**src/rtl/sram_price_streamer.sv**
```systemverilog
// sram_price_streamer: replays an SRAM address window as a stock_price/data_ready stream.
// Optional running total output stream_sum when PRICE_STREAM_SUM_EN is defined.
module sram_price_streamer #(
    parameter int ADDR_BITS  = 5,
    parameter int DATA_BITS  = 32,
    parameter int GAP_CYCLES = 0
) (
    input  logic                 clk,
    input  logic                 rst,
    input  logic                 start,
    input  logic [ADDR_BITS-1:0] start_address,
    input  logic [ADDR_BITS-1:0] last_address,
    output logic                 sram_read_enable,
    output logic [ADDR_BITS-1:0] sram_address,
    input  logic [DATA_BITS-1:0] sram_read_data,
    output logic [DATA_BITS-1:0] stock_price,
    output logic                 data_ready,
    output logic                 busy,
    output logic                 done
`ifdef PRICE_STREAM_SUM_EN
    ,
    output logic [DATA_BITS+ADDR_BITS-1:0] stream_sum
`endif
);
    typedef enum logic [2:0] {IDLE, READ, CAPTURE, GAP, DONE} state_t;

    localparam logic [3:0] GAP_LAST = (GAP_CYCLES > 0) ? 4'(GAP_CYCLES - 1) : 4'd0;

    state_t               state;
    logic [ADDR_BITS-1:0] addr;
    logic [ADDR_BITS-1:0] last;
    logic [3:0]           gap_cnt;

    always_ff @(posedge clk or posedge rst) begin
        if (rst) begin
            state            <= IDLE;
            addr             <= '0;
            last             <= '0;
            gap_cnt          <= '0;
            sram_read_enable <= 1'b0;
            sram_address     <= '0;
            stock_price      <= '0;
            data_ready       <= 1'b0;
            busy             <= 1'b0;
            done             <= 1'b0;
`ifdef PRICE_STREAM_SUM_EN
            stream_sum       <= '0;
`endif
        end else begin
            data_ready <= 1'b0;
            done       <= 1'b0;
            case (state)
                IDLE: if (start) begin
                    addr             <= start_address;
                    last             <= last_address;
                    sram_read_enable <= 1'b1;
                    sram_address     <= start_address;
                    busy             <= 1'b1;
                    state            <= READ;
`ifdef PRICE_STREAM_SUM_EN
                    stream_sum       <= '0;
`endif
                end
                READ: state <= CAPTURE;
                CAPTURE: begin
                    stock_price <= sram_read_data;
                    data_ready  <= 1'b1;
`ifdef PRICE_STREAM_SUM_EN
                    stream_sum  <= stream_sum + {{ADDR_BITS{1'b0}}, sram_read_data};
`endif
                    if (addr == last) begin
                        done             <= 1'b1;
                        sram_read_enable <= 1'b0;
                        sram_address     <= '0;
                        state            <= DONE;
                    end else if (GAP_CYCLES > 0) begin
                        addr             <= addr + 1'b1;
                        gap_cnt          <= GAP_LAST;
                        sram_read_enable <= 1'b0;
                        sram_address     <= '0;
                        state            <= GAP;
                    end else begin
                        addr         <= addr + 1'b1;
                        sram_address <= addr + 1'b1;
                        state        <= READ;
                    end
                end
                GAP: if (gap_cnt == 4'd0) begin
                    sram_read_enable <= 1'b1;
                    sram_address     <= addr;
                    state            <= READ;
                end else begin
                    gap_cnt <= gap_cnt - 4'd1;
                end
                DONE: begin
                    busy  <= 1'b0;
                    state <= IDLE;
                end
                default: state <= IDLE;
            endcase
        end
    end
endmodule

```
**config.mk**
```make
export PLATFORM = sky130hd
export DESIGN_NAME = sram_price_streamer
export DESIGN_NICKNAME = d
export VERILOG_FILES = /design/src/rtl/sram_price_streamer.sv
export SDC_FILE = /design/constraint.sdc
export NUM_CORES = 1
export LEC_CHECK = 0
export CORE_ASPECT_RATIO = 0.8
export CORE_MARGIN = 3
export CORE_UTILIZATION = 49
export DETAILED_ROUTE_END_ITERATION = 7
export GPL_TIMING_DRIVEN = 0
export PLACE_DENSITY = 0.82
export SLEW_MARGIN = 20
export SYNTH_ARGS = -nofsm -noshare
export SYNTH_HDL_FRONTEND = slang
export SYNTH_SLANG_ARGS = --single-unit
```
**constraint.sdc**
```tcl
create_clock -name clk -period 4.3 [get_ports clk]
set_input_delay 0.645 -clock clk [delete_from_list [all_inputs] [get_ports clk]]
set_output_delay 0.645 -clock clk [all_outputs]
set_load 0.005 [all_outputs]
```
==> results.py, run 1 <==
metrics = {
    "sta": {
        "fin_ws_ns": 2.38,
        "final_hold_viol_count": 0,
        "slew_viol_final": 0,
        "setup_violations": 0,
        "worst_slew_pin_slew_ns": 0.692,
        "slew_headroom_pct": 53.8,
        "rsz0062_at_grt": "false",
        "fin_crit_sh_pct": 44.7,
        "finalCriticalPeriod_ns": 1.92,
        "final.setup.tns_ns": 0,
        "skew_ns": 0.00678,
        "fmax_mhz": 520,
    },
    "global_routing": {
        "grt_use_total_pct": 20.3,
        "grt_pass1_vias": 2136,
        "grt_max_degree": 59,
        "grt_pass1_wl_um": 9890,
        "overflow": 0,
        "antenna_found_initial": 0,
    },
    "setup_path": {
        "endpoint_kind": "flop",
        "cp-start-kind": "input pin",
        "critPathArrivalTime_ns": 2.13,
        "regToRegSetupSlack_ns": 2.47,
        "crit_start": "start",
        "cp.required_ns": 4.51,
        "reg2reg_depth": 6,
        "worst-path-max-fanout": 9,
        "regToRegEndpoint": "sram_address[0]",
        "path_class": "in2reg",
        "regToRegStartpoint": "gap_cnt[0]",
        "crit_path_end": "addr[3]",
    },
    "logic_synthesis": {
        "yosys-mux-area-fraction_pct": 0,
        "synth_cells": 288,
        "synth_fp_nets": 335,
        "syn_area_um2": 2620,
        "synth_compound_area_share_pct": 7.25,
        "ys_top_cells_by_area": "dfrtp_1 55%, nand2_1 17%, xor2_1 2.7%",
        "synth_top_area_share_pct": 55.3,
        "synth_cell_types": 36,
        "synth_simple_gate_area_share_pct": 29.0,
        "yosysTopAreaCell": "dfrtp_1",
        "ys_ff_latch": 58,
        "synthXorXnorAreaFrac_pct": 3.34,
        "yosys_warnings": 0,
        "yosysMostFrequentCell": "nand2_1",
        "synth-edff-count": 0,
        "synth_top_family_by_area": "simple AND/OR/NAND/NOR gates",
        "synth-adder-area-share_pct": 0.954,
        "ys.flop_type": "dfrtp_1",
        "synth_common_cells": "121 x nand2_1, 58 x dfrtp_1, 16 x nor2_1",
        "syn_avg_cell_area_um2": 9.11,
        "ys_async_sr_fraction_pct": 100,
        "ys_seq_area_share_pct": 55.3,
    },
    "cts": {
        "root_buffer": "clkbuf_8",
        "htreeDepth": 3,
        "clock_sinks": 58,
        "cts_tree": "built",
        "cts_buffers": 9,
        "cts_resized": 0,
        "postCtsHoldBufs": 0,
        "clock_latency_ns": 0.33,
        "clk_pin_slew_worst_paths_ns": 0.07,
        "clock_path_buffers": 2,
        "cts_setup_buffers": 0,
    },
    "routing": {
        "drt_wl_total_um": 5960,
        "first_iter_violations": 169,
        "wl_per_cell_um": 13.2,
        "drc": 0,
        "vias_per_cell": 5.01,
        "ant_nets": 0,
        "vias": 2258,
        "first_pass_iters": 4,
    },
    "floorplan": {
        "core_area_um2": 5090,
        "die_x_um": 87.8,
        "num_rows": 23,
        "ioPinCount": 86,
        "die-area_um2": 6270,
        "start_util_pct": 51.5,
        "die_h_um": 71.4,
    },
    "place": {
        "dp_hpwl_um": 4410,
        "dpl_worst_slack_ns": 2.04,
        "gp_congestion": 0.832,
        "port_buffers": 85,
        "post_dp_cell_area_um2": 3550,
    },
    "layout": {
        "syn_to_final_growth_pct": 43.7,
        "layout.nets": 431,
        "drive_gt1_share_pct": 10.5,
        "n_antenna_cell": 0,
        "finalInstanceArea_um2": 3770,
    },
    "job": {
        "cap_viol_max_count": 0,
    },
    "pwr": {
        "cellLeakagePower_nw": 1.81,
        "ir_drop_mv": 0.456,
        "p_per_area_nw_per_um2": 698,
    },
    "status": {
        "outcome": "finished, final reports clean",
    },
    "min_path": {
        "hp-class": "reg2reg",
    },
}
power breakdown:
group	switching [mW]	total, mW	internal, mW
clock network	0.207	0.521	0.314
registers	0.160	0.946	0.786
logic	0.544	1.16	0.619
area by class of cell:
class | count | area [µm²]
multi-input cells | 211 | 1060
flip-flops and latches | 58 | 1450
well taps | 62 | 77.6
repair buffers | 85 | 851
plain buffers | 11 | 78.8
clock inverters | 4 | 48.8
fillers | 396 | 1330
inverters | 8 | 32.5
clock buffers | 12 | 165
worst min-delay path by stage:
stage | start | end | slack [ns] | cells after the start
5_1_grt | stock_price[24] | stock_price[24] | 0.50 | 2
2_1_floorplan | last[2] | last[2] | 0.47 | 2
6_report | stock_price[10] | stock_price[10] | 0.47 | 2
3_3_place_gp | stock_price[19] | stock_price[19] | 0.46 | 2
4_1_cts | stock_price[10] | stock_price[10] | 0.48 | 2
3_5_place_dp | stock_price[10] | stock_price[10] | 0.46 | 2
cells by family (layout without fill, tap and decap cells):
family | after synthesis | in the layout
AND/OR/NAND/NOR | 170 | 170
AO/OA/AOI/OAI | 29 | 29
flip-flops | 58 | 58
buffers and inverters | 19 | 120
adder cells (fa/ha/maj) | 2 | 2
XOR/XNOR | 10 | 10
registers in the layout, indices dropped and copies added, names as in the netlist:
signal / cells
done: 1
sram_address: 5
data_ready: 1
busy: 1
gap_cnt: 4
addr: 5
sram_read_enable: 1
state: 3
stock_price: 32
last: 5
placed cells by master, fill, tap and decap left out, types with 2 or more instances in the layout:
master / instances
nand2_1: 121
clkdlybuf4s50_1: 85
dfrtp_1: 58
nor2_1: 16
clkbuf_8: 12
xor2_1: 8
a21oi_1: 7
buf_2: 6
inv_1: 6
and3_1: 6
nor3_1: 5
o22ai_1: 5
buf_6: 4
o21ai_0: 4
nor2b_1: 4
nor3_2: 3
nor4_2: 3
nand2b_1: 3
a211oi_1: 3
a211o_1: 3
xnor2_1: 2
nor2_2: 2
a22oi_1: 2
ha_1: 2
clkinv_2: 2
per-layer routing:
metal | global-route usage (%) | part of all wire, % | vias to the layer above
met5 | 0 | 0 | -
met4 | 5.45 | 0.77 | 0
met3 | 7.01 | 6.7 | 4
met2 | 32.1 | 48 | 78
met1 | 26.9 | 45 | 1059
li1 | - | - | 1117
critical path: stages:
cell and delay, ns:
clkdlybuf4s50_1 0.53, nor2_2 0.07, nor3_2 0.44, nand2_2 0.23
nor2_1 0.16, nor4_2 0.06
metrics by stage:
stage          std cells  utilization, %  hold WS (ns)  power [mW]
2_1_floorplan        288               -         0.465        1.55
3_5_place_dp         435            69.8         0.462        2.13
6_report             451            74.0         0.473        2.63
5_1_grt              451            74.0         0.499        2.84
4_1_cts              451            74.0         0.479        2.66
3_3_place_gp         435            69.7         0.457        2.09
Power figures use the tool's default switching activity.
==> run 2, diff against run 1 <==
CORE_UTILIZATION = 41   (was 49)
PLACE_DENSITY = 0.72   (was 0.82)
clock period = 1.6 ns   (was 4.3 ns; I/O delays follow)
==> results.py, run 2 (synthesis gave the netlist of run 1 again) <==
metrics = {
    "global_routing": {
        "grt_pass1_vias": 2313,
        "gr-usage-met3_pct": 6.10,
        "grt_max_degree": 34,
        "grt_use_met1_pct": 26.0,
        "grt_busiest_layer": "met2",
        "antenna_found_initial": 0,
        "grt_use_total_pct": 19.7,
        "use_met2_pct": 30.5,
        "overflow": 0,
        "grt_pass1_wl_um": 11200,
    },
    "layout": {
        "drive_gt1_share_pct": 16.2,
        "syn_to_final_growth_pct": 51.8,
        "layout.nets": 444,
        "final_common_cell": "nand2_1",
        "largest_reg_flops": 32,
        "mostFrequentLayoutCells": "120 x nand2_1, 85 x clkdlybuf4s50_1, 56 x dfrtp_1, 15 x nor2_1, 14 x buf_4",
        "regMostFlops": "stock_price",
        "finalInstanceArea_um2": 3980,
        "n_antenna_cell": 0,
    },
    "pwr": {
        "p_per_area_nw_per_um2": 1870,
        "cellLeakagePower_nw": 1.89,
        "ir_drop_mv": 0.913,
        "pwr-share-seq_pct": 34.3,
        "combPwrFrac_pct": 48.4,
        "p_sw_share_pct": 36.2,
        "p_sw_mw": 2.70,
        "p_int_mw": 4.76,
        "p_clk_share_pct": 17.3,
    },
    "cts": {
        "clk_pin_slew_worst_paths_ns": 0.07,
        "root_buffer": "clkbuf_8",
        "clock_latency_ns": 0.34,
        "htreeDepth": 3,
        "cts_buffers": 9,
        "cts_tree": "built",
        "clock_path_buffers": 2,
        "clock_sinks": 58,
        "postCtsHoldBufs": 0,
    },
    "setup_path": {
        "reg2reg_depth": 6,
        "cp-start-kind": "flop",
        "path_class": "reg2reg",
        "endpoint_kind": "flop",
        "regToRegStartpoint": "addr[0]",
        "regToRegSetupSlack_ns": -0.002,
        "regToRegEndpoint": "addr[3]",
        "worst-path-max-fanout": 5,
        "critPathArrivalTime_ns": 1.82,
        "cp.required_ns": 1.82,
    },
    "job": {
        "cap_viol_max_count": 0,
    },
    "min_path": {
        "hp-class": "in2async",
    },
    "sta": {
        "worst_slew_pin_slew_ns": 0.599,
        "rsz0062_at_grt": "true",
        "slew_headroom_pct": 60.0,
        "final.setup.tns_ns": -0.00199,
        "fin_crit_sh_pct": 100,
        "finalCriticalPeriod_ns": 1.60,
        "slew_viol_final": 0,
        "fin_ws_ns": -0.00199,
        "final_hold_viol_count": 0,
        "setup_violations": 1,
        "skew_ns": 0.00687,
        "fmax_mhz": 624,
    },
    "routing": {
        "drt_wl_total_um": 6850,
        "vias_per_cell": 4.88,
        "first_iter_violations": 137,
        "vias": 2359,
        "ant_nets": 0,
        "wl_per_cell_um": 14.2,
        "drc": 0,
        "first_pass_iters": 7,
    },
    "status": {
        "violations": "negative setup slack",
        "outcome": "finished, violations left",
    },
    "floorplan": {
        "die_x_um": 95.4,
        "start_util_pct": 43.4,
        "ioPinCount": 86,
        "die_h_um": 77.5,
        "core_area_um2": 6040,
        "die-area_um2": 7400,
        "num_rows": 25,
    },
    "place": {
        "dpl_worst_slack_ns": -0.324,
        "dp_hpwl_um": 4810,
        "port_buffers": 85,
        "post_dp_cell_area_um2": 3600,
        "gp_congestion": 0.775,
    },
}
==> run 2: changes by cell type in the layout (fill, tap and decap cells not counted), sizes merged <==
cell	change
buf	+11
inv	-1
clkinvlp	+3
==> run 2: metrics by stage <==
stage / power, mW / hold slack [ns] / util, % / std cells
6_report: 7.46 / 0.329 / 65.9 / 483
5_1_grt: 8.01 / 0.370 / 65.9 / 483
3_5_place_dp: 5.77 / 0.461 / 59.7 / 455
2_1_floorplan: 4.17 / 0.333 / - / 288
3_3_place_gp: 5.68 / 0.458 / 59.4 / 454
4_1_cts: 7.15 / 0.346 / 63.9 / 475
==> run 2: worst max-delay path by stage <==
stage / from / endpoint / slack (ns) / cells past startpoint
finish: addr[0] / addr[3] / -0.002 / 6
floorplan: state[2] / addr[1] / 0.06 / 8
global placement: start / addr[4] / -0.32 / 6
global route: state[1] / addr[2] / -0.06 / 5
detailed placement: start / addr[4] / -0.32 / 6
CTS: addr[4] / addr[3] / -0.008 / 5
==> run 2: power groups by stage <==
stage               combinational (mW)  clock (mW)  sequential [mW]
CTS                               3.27        1.32             2.55
finish                            3.61        1.29             2.56
floorplan                         1.62           0             2.56
global route                      3.97        1.40             2.64
global placement                  3.13           0             2.55
detailed placement                3.20           0             2.57
==> run 2: what timing repair did <==
action	4_1_cts	5_1_grt
cloned	0	1
gates resized for setup	7	18
setup buffers	4	8
endpoints found under the setup margin	44	42
pin swaps	1	9
==> run 2: critical path: stages, from the launching register on <==
cell and delay, ns:
dfrtp_2 0.45, xor2_1 0.17, nor3_2 0.19, buf_4 0.16, nand2_2 0.11, a211oi_1 0.34, nor4_2 0.06
==> run 2: metal layers <==
layer / share of wire [%] / up-vias
met2: 46 / 77
li1: - / 1153
met5: 0 / -
met3: 6.2 / 9
met4: 1.4 / 0
met1: 46 / 1120
==> run 2: area by class of cell <==
cell class | count | area, µm²
fillers | 454 | 2060
multi-input cells | 211 | 1140
flip-flops and latches | 58 | 1450
clock buffers | 10 | 128
well taps | 81 | 101
clock inverters | 6 | 57.6
repair buffers | 99 | 986
inverters | 8 | 37.5
plain buffers | 10 | 80.1
